File: config.mk
export PLATFORM = sky130hd
export DESIGN_NAME = mem_port_arbiter_flat
export DESIGN_NICKNAME = d
export VERILOG_FILES = /design/src/rtl/mem_port_arbiter_if.sv /design/src/rtl/mem_port_arbiter.sv /design/src/flat_wrapper.sv
export SDC_FILE = /design/constraint.sdc
export NUM_CORES = 1
export LEC_CHECK = 0
export BUFFER_PORTS_ARGS = -buffer_cell sky130_fd_sc_hd__buf_2
export CAP_MARGIN = 20
export CORE_ASPECT_RATIO = 0.6
export CORE_UTILIZATION = 25
export CTS_BUF_LIST = sky130_fd_sc_hd__clkbuf_8
export DETAILED_ROUTE_END_ITERATION = 16
export SETUP_SLACK_MARGIN = 0.1
export SYNTH_ARGS = -nofsm -noshare
export SYNTH_HDL_FRONTEND = slang
export SYNTH_SLANG_ARGS = --single-unit
File: constraint.sdc
create_clock -name clk -period 2.4 [get_ports clk]
set_clock_uncertainty 0.15 [all_clocks]
set_input_delay 0.12 -clock clk [delete_from_list [all_inputs] [get_ports clk]]
set_output_delay 0.12 -clock clk [all_outputs]
set_load 0.1 [all_outputs]
File: src/rtl/mem_port_arbiter_if.sv
// mem_port_arbiter_if
//   Signal bundle for mem_port_arbiter. It groups the instruction-fetch port, the MEM-stage
//   data port, the pipeline stall request and the single-ported SRAM port.
//
//   Modports:
//     slave  - the arbiter side. It receives requests and sram_rdata, and drives ready/rdata,
//              stall_req and the sram_* control/data.
//     master - the surrounding environment (pipeline plus SRAM), with every direction reversed.
//
//   Parameters: ADDR_W (address width), DATA_W (data width; byte enables are DATA_W/8 wide).
interface mem_port_arbiter_if #(
    parameter int unsigned ADDR_W = 32,
    parameter int unsigned DATA_W = 32
);
    localparam int unsigned BE_W = DATA_W / 8;

    // Instruction fetch port (read-only)
    logic              if_req;
    logic [ADDR_W-1:0] if_addr;
    logic [DATA_W-1:0] if_rdata;
    logic              if_ready;

    // MEM-stage data port
    logic              mem_ce;
    logic              mem_we;
    logic [ADDR_W-1:0] mem_addr;
    logic [BE_W-1:0]   mem_sel;
    logic [DATA_W-1:0] mem_wdata;
    logic [DATA_W-1:0] mem_rdata;
    logic              mem_ready;

    logic              stall_req;

    // SRAM port
    logic              sram_ce;
    logic              sram_we;
    logic [ADDR_W-1:0] sram_addr;
    logic [BE_W-1:0]   sram_be;
    logic [DATA_W-1:0] sram_wdata;
    logic [DATA_W-1:0] sram_rdata;

    modport slave (
        input  if_req, if_addr, mem_ce, mem_we, mem_addr, mem_sel, mem_wdata, sram_rdata,
        output if_rdata, if_ready, mem_rdata, mem_ready, stall_req,
               sram_ce, sram_we, sram_addr, sram_be, sram_wdata
    );

    modport master (
        output if_req, if_addr, mem_ce, mem_we, mem_addr, mem_sel, mem_wdata, sram_rdata,
        input  if_rdata, if_ready, mem_rdata, mem_ready, stall_req,
               sram_ce, sram_we, sram_addr, sram_be, sram_wdata
    );
endinterface

File: src/rtl/mem_port_arbiter.sv
// mem_port_arbiter
//   Shares one single-ported synchronous SRAM between instruction fetch (read-only) and the
//   MEM stage (byte-select load/store). Each access runs IDLE -> ACCESS (1 + WAIT_CYCLES
//   cycles) -> DONE. The owner gets a one-cycle ready pulse in DONE. stall_req is raised while
//   any request is pending and its ready has not yet pulsed.
//
//   Ports:
//     clk  - clock, rising edge
//     rst  - synchronous, active-high reset
//     bus  - mem_port_arbiter_if.slave: if_* fetch port, mem_* data port, stall_req, sram_*
//
//   Parameters: ADDR_W, DATA_W, WAIT_CYCLES (0..15 extra SRAM wait states per access).
//
//   Optional feature: define ROUND_ROBIN_EN to alternate grants when both requesters are
//   pending. Without it, MEM has fixed priority over IF.
module mem_port_arbiter #(
    parameter int unsigned ADDR_W      = 32,
    parameter int unsigned DATA_W      = 32,
    parameter int unsigned WAIT_CYCLES = 1
) (
    input  logic              clk,
    input  logic              rst,
    mem_port_arbiter_if.slave bus
);
    localparam int unsigned BE_W      = DATA_W / 8;
    localparam logic [3:0]  WAIT_INIT = 4'(WAIT_CYCLES);

    typedef enum logic [1:0] {StIdle, StAccess, StDone} state_e;

    state_e            state_q, state_d;
    logic              owner_q, owner_d;          // 0 = IF, 1 = MEM
    logic [3:0]        wait_cnt_q, wait_cnt_d;
    logic [ADDR_W-1:0] addr_q, addr_d;
    logic              we_q, we_d;
    logic [BE_W-1:0]   be_q, be_d;
    logic [DATA_W-1:0] wdata_q, wdata_d;
    logic              abort_q, abort_d;          // owner dropped its request during ACCESS
    logic              if_ready_q, if_ready_d;
    logic              mem_ready_q, mem_ready_d;
    logic [DATA_W-1:0] if_rdata_q, if_rdata_d;
    logic [DATA_W-1:0] mem_rdata_q, mem_rdata_d;
    logic              grant_mem;
    logic              req_live;
    logic              access;
`ifdef ROUND_ROBIN_EN
    logic              last_owner_q, last_owner_d;
`endif

    always_comb begin
        state_d     = state_q;
        owner_d     = owner_q;
        wait_cnt_d  = wait_cnt_q;
        addr_d      = addr_q;
        we_d        = we_q;
        be_d        = be_q;
        wdata_d     = wdata_q;
        abort_d     = abort_q;
        if_ready_d  = 1'b0;
        mem_ready_d = 1'b0;
        if_rdata_d  = if_rdata_q;
        mem_rdata_d = mem_rdata_q;
`ifdef ROUND_ROBIN_EN
        last_owner_d = last_owner_q;
        if (bus.mem_ce && bus.if_req) begin
            grant_mem = ~last_owner_q;
        end else begin
            grant_mem = bus.mem_ce;
        end
`else
        grant_mem = bus.mem_ce;
`endif
        req_live = owner_q ? bus.mem_ce : bus.if_req;

        unique case (state_q)
            StIdle: begin
                if (bus.mem_ce || bus.if_req) begin
                    owner_d    = grant_mem;
                    wait_cnt_d = WAIT_INIT;
                    abort_d    = 1'b0;
                    state_d    = StAccess;
`ifdef ROUND_ROBIN_EN
                    last_owner_d = grant_mem;
`endif
                    if (grant_mem) begin
                        addr_d  = bus.mem_addr;
                        we_d    = bus.mem_we;
                        be_d    = bus.mem_sel;
                        wdata_d = bus.mem_wdata;
                    end else begin
                        addr_d  = bus.if_addr;
                        we_d    = 1'b0;
                        be_d    = '1;
                        wdata_d = '0;
                    end
                end
            end
            StAccess: begin
                // A withdrawn request lets the SRAM cycle finish but suppresses ready,
                // even if the requester raises a new request before the access ends.
                if (!req_live) begin
                    abort_d = 1'b1;
                end
                if (wait_cnt_q != 4'd0) begin
                    wait_cnt_d = wait_cnt_q - 4'd1;
                end else begin
                    state_d = StDone;
                    // Ready is registered so it is high exactly during DONE.
                    if (req_live && !abort_q) begin
                        if (owner_q) begin
                            mem_ready_d = 1'b1;
                            mem_rdata_d = bus.sram_rdata;
                        end else begin
                            if_ready_d = 1'b1;
                            if_rdata_d = bus.sram_rdata;
                        end
                    end
                end
            end
            StDone: begin
                state_d = StIdle;
            end
            default: begin
                state_d = StIdle;
            end
        endcase
    end

    always_ff @(posedge clk) begin
        if (rst) begin
            state_q     <= StIdle;
            owner_q     <= 1'b0;
            wait_cnt_q  <= 4'd0;
            addr_q      <= '0;
            we_q        <= 1'b0;
            be_q        <= '0;
            wdata_q     <= '0;
            abort_q     <= 1'b0;
            if_ready_q  <= 1'b0;
            mem_ready_q <= 1'b0;
            if_rdata_q  <= '0;
            mem_rdata_q <= '0;
`ifdef ROUND_ROBIN_EN
            last_owner_q <= 1'b0;
`endif
        end else begin
            state_q     <= state_d;
            owner_q     <= owner_d;
            wait_cnt_q  <= wait_cnt_d;
            addr_q      <= addr_d;
            we_q        <= we_d;
            be_q        <= be_d;
            wdata_q     <= wdata_d;
            abort_q     <= abort_d;
            if_ready_q  <= if_ready_d;
            mem_ready_q <= mem_ready_d;
            if_rdata_q  <= if_rdata_d;
            mem_rdata_q <= mem_rdata_d;
`ifdef ROUND_ROBIN_EN
            last_owner_q <= last_owner_d;
`endif
        end
    end

    // SRAM controls come from the latched request and are zero outside ACCESS.
    assign access         = (state_q == StAccess);
    assign bus.sram_ce    = access;
    assign bus.sram_we    = access & we_q;
    assign bus.sram_addr  = access ? addr_q : '0;
    assign bus.sram_be    = access ? be_q : '0;
    assign bus.sram_wdata = access ? wdata_q : '0;

    assign bus.if_ready   = if_ready_q;
    assign bus.mem_ready  = mem_ready_q;
    assign bus.if_rdata   = if_rdata_q;
    assign bus.mem_rdata  = mem_rdata_q;

    assign bus.stall_req  = (bus.mem_ce | bus.if_req) & ~(mem_ready_q | if_ready_q);
endmodule

File: src/flat_wrapper.sv
// flat-port wrapper written by rule: the top's interface ports become plain ports
module mem_port_arbiter_flat 
#(
    parameter int unsigned ADDR_W      = 32,
    parameter int unsigned DATA_W      = 32,
    parameter int unsigned WAIT_CYCLES = 1
)
  (clk, rst, bus_if_req, bus_if_addr, bus_mem_ce, bus_mem_we, bus_mem_addr, bus_mem_sel, bus_mem_wdata, bus_sram_rdata, bus_if_rdata, bus_if_ready, bus_mem_rdata, bus_mem_ready, bus_stall_req, bus_sram_ce, bus_sram_we, bus_sram_addr, bus_sram_be, bus_sram_wdata);
  mem_port_arbiter_if #(.ADDR_W(ADDR_W), .DATA_W(DATA_W)) bus_i ();
  input  logic clk;
  input  logic rst;
  input wire logic [$bits(bus_i.if_req)-1:0] bus_if_req;
  input wire logic [$bits(bus_i.if_addr)-1:0] bus_if_addr;
  input wire logic [$bits(bus_i.mem_ce)-1:0] bus_mem_ce;
  input wire logic [$bits(bus_i.mem_we)-1:0] bus_mem_we;
  input wire logic [$bits(bus_i.mem_addr)-1:0] bus_mem_addr;
  input wire logic [$bits(bus_i.mem_sel)-1:0] bus_mem_sel;
  input wire logic [$bits(bus_i.mem_wdata)-1:0] bus_mem_wdata;
  input wire logic [$bits(bus_i.sram_rdata)-1:0] bus_sram_rdata;
  output wire logic [$bits(bus_i.if_rdata)-1:0] bus_if_rdata;
  output wire logic [$bits(bus_i.if_ready)-1:0] bus_if_ready;
  output wire logic [$bits(bus_i.mem_rdata)-1:0] bus_mem_rdata;
  output wire logic [$bits(bus_i.mem_ready)-1:0] bus_mem_ready;
  output wire logic [$bits(bus_i.stall_req)-1:0] bus_stall_req;
  output wire logic [$bits(bus_i.sram_ce)-1:0] bus_sram_ce;
  output wire logic [$bits(bus_i.sram_we)-1:0] bus_sram_we;
  output wire logic [$bits(bus_i.sram_addr)-1:0] bus_sram_addr;
  output wire logic [$bits(bus_i.sram_be)-1:0] bus_sram_be;
  output wire logic [$bits(bus_i.sram_wdata)-1:0] bus_sram_wdata;
  assign bus_i.if_req = bus_if_req;
  assign bus_i.if_addr = bus_if_addr;
  assign bus_i.mem_ce = bus_mem_ce;
  assign bus_i.mem_we = bus_mem_we;
  assign bus_i.mem_addr = bus_mem_addr;
  assign bus_i.mem_sel = bus_mem_sel;
  assign bus_i.mem_wdata = bus_mem_wdata;
  assign bus_i.sram_rdata = bus_sram_rdata;
  assign bus_if_rdata = bus_i.if_rdata;
  assign bus_if_ready = bus_i.if_ready;
  assign bus_mem_rdata = bus_i.mem_rdata;
  assign bus_mem_ready = bus_i.mem_ready;
  assign bus_stall_req = bus_i.stall_req;
  assign bus_sram_ce = bus_i.sram_ce;
  assign bus_sram_we = bus_i.sram_we;
  assign bus_sram_addr = bus_i.sram_addr;
  assign bus_sram_be = bus_i.sram_be;
  assign bus_sram_wdata = bus_i.sram_wdata;
  mem_port_arbiter #(.ADDR_W(ADDR_W), .DATA_W(DATA_W), .WAIT_CYCLES(WAIT_CYCLES)) u_core (.clk(clk), .rst(rst), .bus(bus_i));
endmodule
Yosys cells after proc, flatten, opt, wreduce, memory -nomap -nowiden

Cells that the tools add are included.

Bits of input ports: 137
Latch bits: 0
Bits in registers: 143
Bits in read-only memories: 0
Bits in writable memories: 0
Word-level logic and storage cells: 59
Memories: 0

Div/mod/pow operators: 0
Magnitude comparators: 0
Reduce and logical (&&, ||, !) cells: 13
Equality and inequality tests: 5
Shifts and indexed selects: 0
Add/sub/neg operators: 1
Bitwise operators: 9
Multipliers: 0
Multiplexer cells: 19

Operators by type and width:

| operator                                              | count |
|---|---|
| two-way mux 32 bit                                    | 4 |
| two-way mux 4 bit                                     | 4 |
| one-hot mux 4 bit (2 select lines)                    | 1 |
| AND reduction 4 bit                                   | 2 |
| two-way mux 1 bit                                     | 6 |
| inequality test 2 bit, second input constant          | 3 |
| AND reduction 3 bit                                   | 2 |
| NOT 1 bit                                             | 5 |
| two-way mux 2 bit                                     | 2 |
| one-hot mux 2 bit (2 select lines)                    | 1 |
| AND reduction 2 bit                                   | 2 |
| nonzero test 4 bit                                    | 1 |
| OR reduction 4 bit                                    | 1 |
| subtractor 4 x 1 -> 4 bit, second input constant      | 1 |
| bitwise AND 1 bit                                     | 2 |
| == test 2 x 1 -> 1 bit, second input constant         | 1 |
| zero test 2 bit                                       | 1 |
| inequality test 2 x 1 -> 1 bit, second input constant | 1 |
| OR 1 bit                                              | 2 |
| one-hot mux 1 bit (2 select lines)                    | 1 |
| nonzero test 2 bit                                    | 1 |
| logical AND 1 bit                                     | 1 |
| zero test 1 bit                                       | 1 |
| logical OR 1 bit                                      | 1 |

Longest topological paths before layout

Gate-level depths: netlist of the first run.

Depth in word-level cells: 4
Gate-level depth with buffers: 7

Worst setup path before layout of the first run

No wires, ideal clock.

Kind: register to output
Start point: register u_core.mem_ready_q, in the netlist u_core.bus.mem_ready
End point: output port bus_stall_req
Cell stages (with the launch flop): 2
Arrival time: 2.847 ns
Setup slack: -0.717 ns
Cells stage by stage: dfxtp_1 nor3_1

Longest elaborated chain between the ends: 3

RTL lines:

| item                   | RTL line                | text |
|---|---|---|
| from (decl)            | mem_port_arbiter.sv:39  | `logic mem_ready_q, mem_ready_d;` |
| from (signal assigned) | mem_port_arbiter.sv:155 | `mem_ready_q <= mem_ready_d;` |
| OR 1 bit               | mem_port_arbiter.sv:177 | `assign bus.stall_req = (bus.mem_ce \| bus.if_req) & ~(mem_ready_q \| if_ready_q);` |
| NOT 1 bit              | mem_port_arbiter.sv:177 |  |
| bitwise AND 1 bit      | mem_port_arbiter.sv:177 |  |
| to (decl)              | flat_wrapper.sv:24      | `output wire logic [$bits(bus_i.stall_req)-1:0] bus_stall_req;` |

Every way passes these cells.

Worst setup path after layout of the first run

Start point: register u_core.state_q[1]
End point: output port bus_sram_wdata[1]

Longest elaborated chain between the ends: 2

RTL lines:

| item                   | RTL line                | text |
|---|---|---|
| from (decl)            | mem_port_arbiter.sv:30  | `state_e state_q, state_d;` |
| from (signal assigned) | mem_port_arbiter.sv:130 | `state_q <= StIdle;` |
| from (signal assigned) | mem_port_arbiter.sv:146 | `state_q <= state_d;` |
| == test 2 x 1 -> 1 bit | mem_port_arbiter.sv:165 | `assign access = (state_q == StAccess);` |
| two-way mux 32 bit     | mem_port_arbiter.sv:170 | `assign bus.sram_wdata = access ? wdata_q : '0;` |
| to (decl)              | flat_wrapper.sv:29      | `output wire logic [$bits(bus_i.sram_wdata)-1:0] bus_sram_wdata;` |

Every way passes these cells.

==> results of run 1 <==
[layer usage]
| metal | wire length [µm] | vias up |
|---|---|---|
| met2 | 9590 | 285 |
| li1 | - | 3173 |
| met3 | 1560 | 19 |
| met5 | 0 | - |
| met4 | 195 | 0 |
| met1 | 10500 | 3097 |
[sequential cells by signal, indices dropped and copies added, names as in the netlist, 2 cells and up]
signal	cells
u_core.wdata_q	32
u_core.bus.mem_rdata	32
u_core.state_q	2
u_core.addr_q	32
u_core.wait_cnt_q	4
u_core.be_q	4
u_core.bus.if_rdata	32
[where the power goes]
part           internal, mW  switching [mW]
sequential             2.54          0.0911
combinational         0.654            1.49
clock                  1.06            1.02
total                  4.26            2.60
[kinds of logic (layout without fill, tap and decap cells)]
family	Yosys count	count (layout)
compound gates	241	241
fa+ha+maj	2	2
buf+inv	75	464
flops	143	143
mux	32	32
simple gates	169	169
[final timing paths]
| kind | slack, ns | endpoint | cells past startpoint |
|---|---|---|---|
| max reg2reg | 0.32 | u_core.bus.mem_rdata[7] | 6 |
| min reg2reg | 0.32 | u_core.wdata_q[2] | 1 |
| min | 0.05 | u_core.bus.if_rdata[9] | 2 |
| max | 0.23 | bus_sram_wdata[1] | 5 |
[what timing repair did]
item / in CTS / in global routing
gates resized for setup: 2 / 61
hold buffers: 135 / 0
endpoints found under the hold margin: 135 / 0
pin swaps: 0 / 0
endpoints found under the setup margin: 62 / 61
[final cells by class]
cell class | count | area, µm² | share of cell area (%)
Clock inverter | 14 | 166 | 1.73
Clock buffer | 18 | 248 | 2.57
Timing Repair Buffer | 428 | 3060 | 31.8
Sequential cell | 143 | 2860 | 29.7
Multi-Input combinational cell | 444 | 2890 | 30.0
Inverter | 4 | 16.3 | 0.169
Tap cell | 315 | 394 | 4.09
[synthesized netlist by cell type (2+ instances only)]
cell type	instances
nand4_1	32
a22o_1	33
nor2_1	7
o21ai_1	62
a21oi_1	101
buf_4	2
or3_1	3
nor3b_1	2
a21boi_0	2
nor3b_2	2
a211oi_1	32
ha_1	2
and2_1	69
inv_1	4
or3b_1	2
o21a_1	2
buf_2	29
nand3_1	32
o21ai_0	3
nor3_1	6
clkbuf_1	31
buf_6	9
dfxtp_1	143
mux2i_1	32
[through the flow]
stage               power, mW  util [%]
finish                   6.86      41.0
global route             7.20      41.0
CTS                      6.89      40.3
detailed placement       4.59      32.7
global placement         4.58      32.7
floorplan                4.15         -
==> qor.yml, run 1 <==
ys_async_sr_fraction_pct: 0
tns_ns: 0
die_w_um: 204
ioPinCount: 274
p_per_area_nw_per_um2: 712
fin_cells: 1366
h-tree-depth: 4
timing.critical_path.cells: "nand2b_1 > clkinv_2 > buf_12 > and2_1 > clkbuf_4"
worst-path-buf-inv: 3
met3_usage_pct: 4.77
synth_top_area_share_pct: 47.0
ys.flop_type: "dfxtp_1"
hpwl_um: 13000
n_fill_cell: 2266
root_buffer: "clkbuf_8"
yosys-top-cells-area: "dfxtp_1, a21oi_1, and2_1, mux2i_1, o21ai_1"
fin_hold_ws_ns: 0.0519
met1_usage_pct: 22.7
cts.reportedPaths.clkPinSlew_ns: 0.09
worstSetupStartpoint: "u_core.state_q[1]"
layout_common_cells: "buf_2, dfxtp_1, dlygate4sd3_1"
ys_warn_count: 0
slew_violations: 0
dr.pass1.iters: 5
crit_arrival_ns: 1.90
synth.largest_area_cell: "dfxtp_1"
critical_path_class: "reg2out"
hold_viol: 0
grt-busiest-layer: "met2"
routed_via_density: 4.81
ant_nets: 0
synthToLayoutAreaGrowth_pct: 58.2
drive_gt1_share_pct: 32.9
synth_area_per_cell_um2: 9.20
core-area_um2: 23500
clockBufferDepth: 2
ys_ff_latch: 143
synth_compound_area_share_pct: 23.8
rsz0062_at_grt: "no"
fmax_mhz: 461
synth_nets: 801
die_area_um2: 25000
syn_inst: 662
place_ws_ns: 0.351
leakage_nw: 4.20
fin_crit_ns: 2.17
synth_top_family_by_area: "compound AO/OA/AOI/OAI gates"
route.vias.total: 6574
slew_headroom_pct: 55.9
fin_area_um2: 9640
hold_path.class: "in2reg"
use_met2_pct: 26.3
r2r-start: "u_core.wait_cnt_q[0]"
slowest_stage: "clkbuf_4"
cts_setup_buffers: 0
grt_pass1_wl_um: 32800
worst-path-max-fanout: 63
drtIter0Drc: 299
drv_cap: 0
synth_fa_ha_area_share_pct: 0.411
track_usage_pct: 16.8
worstSetupStartpointType: "flop"
min_period_over_period_pct: 90.3
ys_seq_area_share_pct: 47.0
wl_um: 21800
place_congestion: 0.756
synthSimpleGateAreaFrac_pct: 17.1
grt_max_degree: 65
setup-violations-final: 0
n_antenna_cell: 0
nets: 1177
mappedNetlistArea_um2: 6090
fp.dieH_um: 123
cts_tree: "built"
worst_slack_ns: 0.232
crit_family: "buffers and inverters"
rows: 43
grt-ovfl-total: 0
start_util_pct: 25.9
io_buffers: 273
layout_commonest_cell: "buf_2"
synth-xor-area-share_pct: 0
required_ns: 2.13
cts.sinks: 143
post-place-cells: 1198
placed_cell_area_um2: 7700
clk_latency_ns: 0.46
worstSetupEndpointType: "primary output"
drc_errors: 0
wl_per_cell_um: 16.0
antenna_found_initial: 0
critPathMaxStageDelay_ns: 0.33
worst_slew_pin_slew_ns: 0.662
synthMuxAreaShare_pct: 5.26
numCtsBuffers: 17
run_status: "finished clean"
synth.distinct_cells: 44
synth_edf_count: 0
grt_pass1_vias: 6305
ir_drop_mv: 0.398
min_from: "rst"
Power figures use the tool's default switching activity.
==> run 2: changes to the inputs <==
==> constraint.sdc (replaced) <==
create_clock -name clk -period 2.1 [get_ports clk]
set_clock_uncertainty 0.15 [all_clocks]
set_input_delay 0.105 -clock clk [delete_from_list [all_inputs] [get_ports clk]]
set_output_delay 0.105 -clock clk [all_outputs]
set_load 0.1 [all_outputs]
==> run 2 against run 1 <==
Against the previous run:
- die area unchanged
- routed wire length grew 7.0%
- global-route usage is 2.0 points higher
- clock-buffer cell count did not move
- design area increased by 13%
- non-clock buffer count grew 13
- clock power is 21% higher
- sequential share of layout area fell by 3.4 points
- sequential cell count did not move
- via count rose by 1.6%
- largest power group unchanged
==> qor.yml, run 2 (synthesized netlist as in run 1, its figures left out) <==
rsz0062_at_grt: "no"  # unchanged
routed_via_density: 4.84  # was 4.81
cts_tree: "built"  # unchanged
fmax_mhz: 532
route.vias.total: 6677  # was 6,574
p_total_mw: 8.42  # was 6.86 mW
fin_cells: 1380  # was 1,366
start_util_pct: 25.9  # unchanged
fin_crit_ns: 1.88
antenna_found_initial: 0  # unchanged
grt_pass1_wl_um: 36300  # was 32,800 µm
drive_gt1_share_pct: 39.5  # was 32.9%
worst_slew_pin_slew_ns: 0.556  # was 0.662 ns
run_status: "finished clean"  # unchanged
grt-ovfl-total: 0  # unchanged
critical_path_class: "reg2out"  # unchanged
clk_latency_ns: 0.45  # was 0.46 ns
worstSetupStartpointType: "flop"  # unchanged
cts.sinks: 143  # unchanged
layout_common_cells: "buf_2, dfxtp_1, dlygate4sd3_1"  # unchanged
track_usage_pct: 18.8  # was 16.8%
fin_util_pct: 46.5  # was 41.0%
hold_path.class: "in2reg"  # unchanged
cts.reportedPaths.clkPinSlew_ns: 0.08  # was 0.09 ns
place_ws_ns: 0.0639  # was 0.351 ns
grt_max_degree: 42  # was 65
root_buffer: "clkbuf_8"  # unchanged
post-place-cells: 1205  # was 1,198
layout_commonest_cell: "buf_2"  # unchanged
drtIter0Drc: 393  # was 299
wl_per_cell_um: 16.9  # was 16.0 µm
fin_area_um2: 10900  # was 9640 µm²
required_ns: 1.85  # was 2.13 ns
min_period_over_period_pct: 89.6
numCtsBuffers: 17  # unchanged
drv_cap: 0  # unchanged
grt_pass1_vias: 6592  # was 6,305
placed_cell_area_um2: 8980  # was 7700 µm²
ir_drop_mv: 0.512  # was 0.398 mV
leakage_nw: 4.63  # was 4.20 nW
rows: 43  # unchanged
synthToLayoutAreaGrowth_pct: 79.5  # was 58.2%
hpwl_um: 14400  # was 13,000 µm
die_w_um: 204  # unchanged
ant_nets: 0  # unchanged
core-area_um2: 23500  # unchanged
fin_hold_ws_ns: 0.247  # was 0.0519 ns
wl_um: 23400  # was 21,800 µm
worstSetupEndpointType: "primary output"  # unchanged
slew_headroom_pct: 62.9  # was 55.9%
clockBufferDepth: 2  # unchanged
die_area_um2: 25000  # unchanged
h-tree-depth: 4  # unchanged
io_buffers: 273  # unchanged
drc_errors: 0  # unchanged
worst-path-max-fanout: 30  # was 63
dr.pass1.iters: 5  # unchanged
setup-violations-final: 0  # unchanged
fp.dieH_um: 123  # unchanged
place_congestion: 0.754  # was 0.756
nets: 1190  # was 1,177
ioPinCount: 274  # unchanged
hold_viol: 0  # unchanged
crit_arrival_ns: 1.63  # was 1.90 ns
p_per_area_nw_per_um2: 770  # was 712 nW/µm²
slew_violations: 0  # unchanged
tns_ns: 0  # unchanged
worst_slack_ns: 0.219  # was 0.232 ns
run 2: repair_timing:
action / CTS / global route
hold buffers: 136 / 0
gates resized for setup: 9 / 5
endpoints found under the setup margin: 71 / 33
hold endpoints to repair: 135 / 0
buffers inserted: 2 / 1
cloned: 3 / 0
run 2: path summary, 6_finish.rpt:
| check | slack [ns] | from | to | cells after the start |
|---|---|---|---|---|
| max | 0.22 | u_core.state_q[1] | bus_sram_addr[11] | 5 |
| min | 0.25 | bus_mem_wdata[26] | u_core.wdata_q[26] | 3 |
| max reg2reg | 0.24 | u_core.wait_cnt_q[0] | u_core.bus.if_ready | 6 |
| min reg2reg | 0.32 | u_core.wdata_q[6] | u_core.wdata_q[6] | 1 |
run 2: final cells by class:
cell class	count	area, µm²
clock buffer	18	248
sequential	143	2870
antenna	1	2.50
clock inverter	14	199
fill	2165	12600
inverter	4	27.5
tap	315	394
timing repair buffer	441	4210
multi-input combinational	444	2980
run 2: power by group:
| group | leakage, nW | total [mW] | internal [mW] | switching, mW |
|---|---|---|---|---|
| logic | 3.22 | 2.89 | 1.08 | 1.81 |
| registers | 1.17 | 3.01 | 2.91 | 0.102 |
| clock network | 0.240 | 2.52 | 1.43 | 1.09 |
| total | 4.63 | 8.42 | 5.42 | 3.00 |
run 2: layer usage:
layer / global-route usage (%) / vias to the layer above / share of wire (%)
met5: 0 / - / 0
met4: 6.58 / 0 / 1.9
met3: 6.17 / 32 / 9.4
met2: 28.8 / 293 / 44
met1: 24.7 / 3141 / 45
li1: - / 3211 / -
run 2: critical path: stages (launching register included):
cell and delay, ns:
dfxtp_4 0.35, nand2b_4 0.15, clkinv_8 0.10, buf_12 0.17, and2_2 0.23, buf_12 0.17
==> run 3: changes to the inputs <==
--- a/config.mk
+++ b/config.mk
@@ -11,7 +11,9 @@
 export CORE_UTILIZATION = 25
 export CTS_BUF_LIST = sky130_fd_sc_hd__clkbuf_8
 export DETAILED_ROUTE_END_ITERATION = 16
+export PLACE_DENSITY = 0.57
 export SETUP_SLACK_MARGIN = 0.1
+export SLEW_MARGIN = 10
 export SYNTH_ARGS = -nofsm -noshare
 export SYNTH_HDL_FRONTEND = slang
 export SYNTH_SLANG_ARGS = --single-unit
==> run 3 against run 2 <==
Against the previous run:
- global-route usage grew 0.051 points
- critical path depth grew 1
- routed wire length grew 3.5%
- power is essentially flat
- register-to-register slack lost 0.03 ns
==> qor.yml, run 3 (synthesized netlist as in run 1, its figures left out) <==
hpwl_um: 14700  # was 14,400 µm
track_usage_pct: 18.9  # was 18.8%
cts_tree: "built"  # unchanged
rrSetupSlack_ns: 0.21  # was 0.24 ns
synthToLayoutAreaGrowth_pct: 79.3  # was 79.5%
worst-path-max-fanout: 32  # was 30
regArea_um2: 2870  # unchanged
start_util_pct: 25.9  # unchanged
fin_cells: 1377  # was 1,380
antenna_found_initial: 0  # unchanged
post-place-cells: 1204  # was 1,205
worstSetupEndpointType: "flop"  # was primary output
critPathMaxStageDelay_ns: 0.59  # was 0.35 ns
worst_slack_ns: 0.178  # was 0.219 ns
hold_viol: 0  # unchanged
run_status: "finished clean"  # unchanged
reg2reg_depth: 6  # unchanged
sw_frac_of_total_pct: 36.4  # was 35.7%
min_period_over_period_pct: 91.5  # was 89.6%
layout_common_cells: "buf_2, dfxtp_1, dlygate4sd3_1"  # unchanged
fin_crit_ns: 1.92  # was 1.88 ns
n_fill_cell: 2134  # was 2,165
route.vias.total: 6696  # was 6,677
seqPwrFrac_pct: 35.7  # was 35.8%
placed_cell_area_um2: 8990  # was 8980 µm²
rows: 43  # unchanged
root_buffer: "clkbuf_8"  # unchanged
grt_pass1_wl_um: 36000  # was 36,300 µm
ioPinCount: 274  # unchanged
worst_slew_pin_slew_ns: 0.550  # was 0.556 ns
required_ns: 2.28  # was 1.85 ns
n_antenna_cell: 0  # was 1
fin_hold_ws_ns: 0.244  # was 0.247 ns
h-tree-depth: 4  # unchanged
grt-ovfl-total: 0  # unchanged
pwr-share-comb_pct: 34.5  # was 34.3%
critical_path_class: "in2reg"  # was reg2out
clockBufferDepth: 2  # unchanged
fin_util_pct: 46.4  # was 46.5%
clk_latency_ns: 0.45  # about the same
drv_cap: 0  # unchanged
r2r-start: "u_core.wait_cnt_q[0]"  # unchanged
hold_path.class: "in2reg"  # unchanged
min_from: "bus_mem_wdata[11]"  # was bus_mem_wdata[26]
ir_drop_mv: 0.406  # was 0.512 mV
cts.sinks: 143  # unchanged
grt_pass1_vias: 6462  # was 6,592
fmax_mhz: 520  # was 532 MHz
nets: 1188  # was 1,190
leakage_nw: 4.61  # was 4.63 nW
routed_via_density: 4.86  # was 4.84
clkPwrFrac_pct: 29.9  # was 30.0%
slowest_stage: "dlygate4sd3_1"  # was dfxtp_4
drive_gt1_share_pct: 39.5  # about the same
layout_commonest_cell: "buf_2"  # unchanged
drc_errors: 0  # unchanged
place_congestion: 0.755  # was 0.754
p_total_mw: 8.43  # was 8.42 mW
grt_max_degree: 38  # was 42
timing.critical_path.cells: "dlygate4sd3_1 > buf_2 > buf_6 > mux2i_1 > dlygate4sd3_1 > a211oi_1"  # was nand2b_4 > clkinv_8 > buf_12 > and2_2 > buf_12
min_path_cells: 3  # unchanged
cp_common_cell: "dlygate4sd3_1"  # was buf_12
core-area_um2: 23500  # unchanged
place_ws_ns: 0.0884  # was 0.0639 ns
drtIter0Drc: 488  # was 393
multi_input_area_um2: 2980  # about the same
internal-power_mw: 5.36  # was 5.42 mW
slew_headroom_pct: 63.6  # was 62.9%
rsz0062_at_grt: "yes"  # was no
p_per_area_nw_per_um2: 772  # was 770 nW/µm²
die_w_um: 204  # unchanged
slew_violations: 0  # unchanged
wl_per_cell_um: 17.6  # was 16.9 µm
die_area_um2: 25000  # unchanged
crit_arrival_ns: 2.10  # was 1.63 ns
p_sw_mw: 3.06  # was 3.00 mW
hold_path_end: "u_core.wdata_q[11]"  # was u_core.wdata_q[26]
io_buffers: 273  # unchanged
dr.pass1.iters: 5  # unchanged
fp.dieH_um: 123  # unchanged
setup-violations-final: 0  # unchanged
worstSetupStartpointType: "input pin"  # was flop
wl_um: 24200  # was 23,400 µm
numCtsBuffers: 17  # unchanged
ant_nets: 0  # unchanged
cts.reportedPaths.clkPinSlew_ns: 0.08  # about the same
tns_ns: 0  # unchanged
worstReg2RegEnd: "u_core.bus.if_rdata[0]"  # was u_core.bus.if_ready
fin_area_um2: 10900  # about the same
[run 3: cell count changes in the layout (fill, tap and decap cells not counted), sizes merged]
cell,previous run,this run
buf,305,302
clkbuf,18,21
diode,1,0
clkinvlp,0,2
clkinv,7,4
bufinv,5,4
[run 3: cell type report]
cell class | instances | share of cell area [%]
Clock buffer | 20 | 2.52
Clock inverter | 12 | 1.52
Inverter | 4 | 0.206
Multi-Input combinational cell | 444 | 27.3
Sequential cell | 143 | 26.3
Tap cell | 315 | 3.61
Timing Repair Buffer | 439 | 38.5
[run 3: layer usage]
layer	global-route usage [%]	share of wire, %	vias to the layer above
li1	-	-	3192
met1	25.1	46	3162
met2	28.5	44	310
met3	6.33	8.6	32
met4	6.34	1.8	0
met5	0	0	-
[run 3: power by group through the flow]
stage / sequential (mW) / clock (mW) / combinational [mW]
finish: 3.01 / 2.52 / 2.90
global route: 3.03 / 2.73 / 3.05
CTS: 3.00 / 2.60 / 2.87
detailed placement: 3.07 / 0 / 2.58
global placement: 3.07 / 0 / 2.56
floorplan: 3.31 / 0 / 1.44
[run 3: worst max-delay path: cells and delay by family]
family,cells,cell delay [ns]
AO/OA/AOI/OAI,1,0.07
buffers and inverters,4,1.65
multiplexers,1,0.26
[run 3: worst max path at each step]
stage | end | slack [ns] | from | cells after the start
6_report | u_core.addr_q[30] | 0.18 | bus_mem_ce | 6
2_1_floorplan | bus_sram_addr[18] | 0.14 | u_core.state_q[1] | 5
5_1_grt | bus_sram_wdata[30] | 0.10 | u_core.state_q[1] | 5
3_3_place_gp | u_core.bus.if_rdata[31] | 0.11 | u_core.wait_cnt_q[0] | 6
4_1_cts | u_core.addr_q[30] | 0.12 | bus_mem_ce | 6
3_5_place_dp | u_core.bus.if_rdata[0] | 0.09 | u_core.wait_cnt_q[0] | 6
[run 3: what timing repair did]
item                       in CTS  in global routing
buffers inserted                2                  0
hold buffers                  136                  0
setup endpoints to repair      72                 28
resized for setup               9                  5
cloned                          2                  1
hold endpoints to repair      135                  0
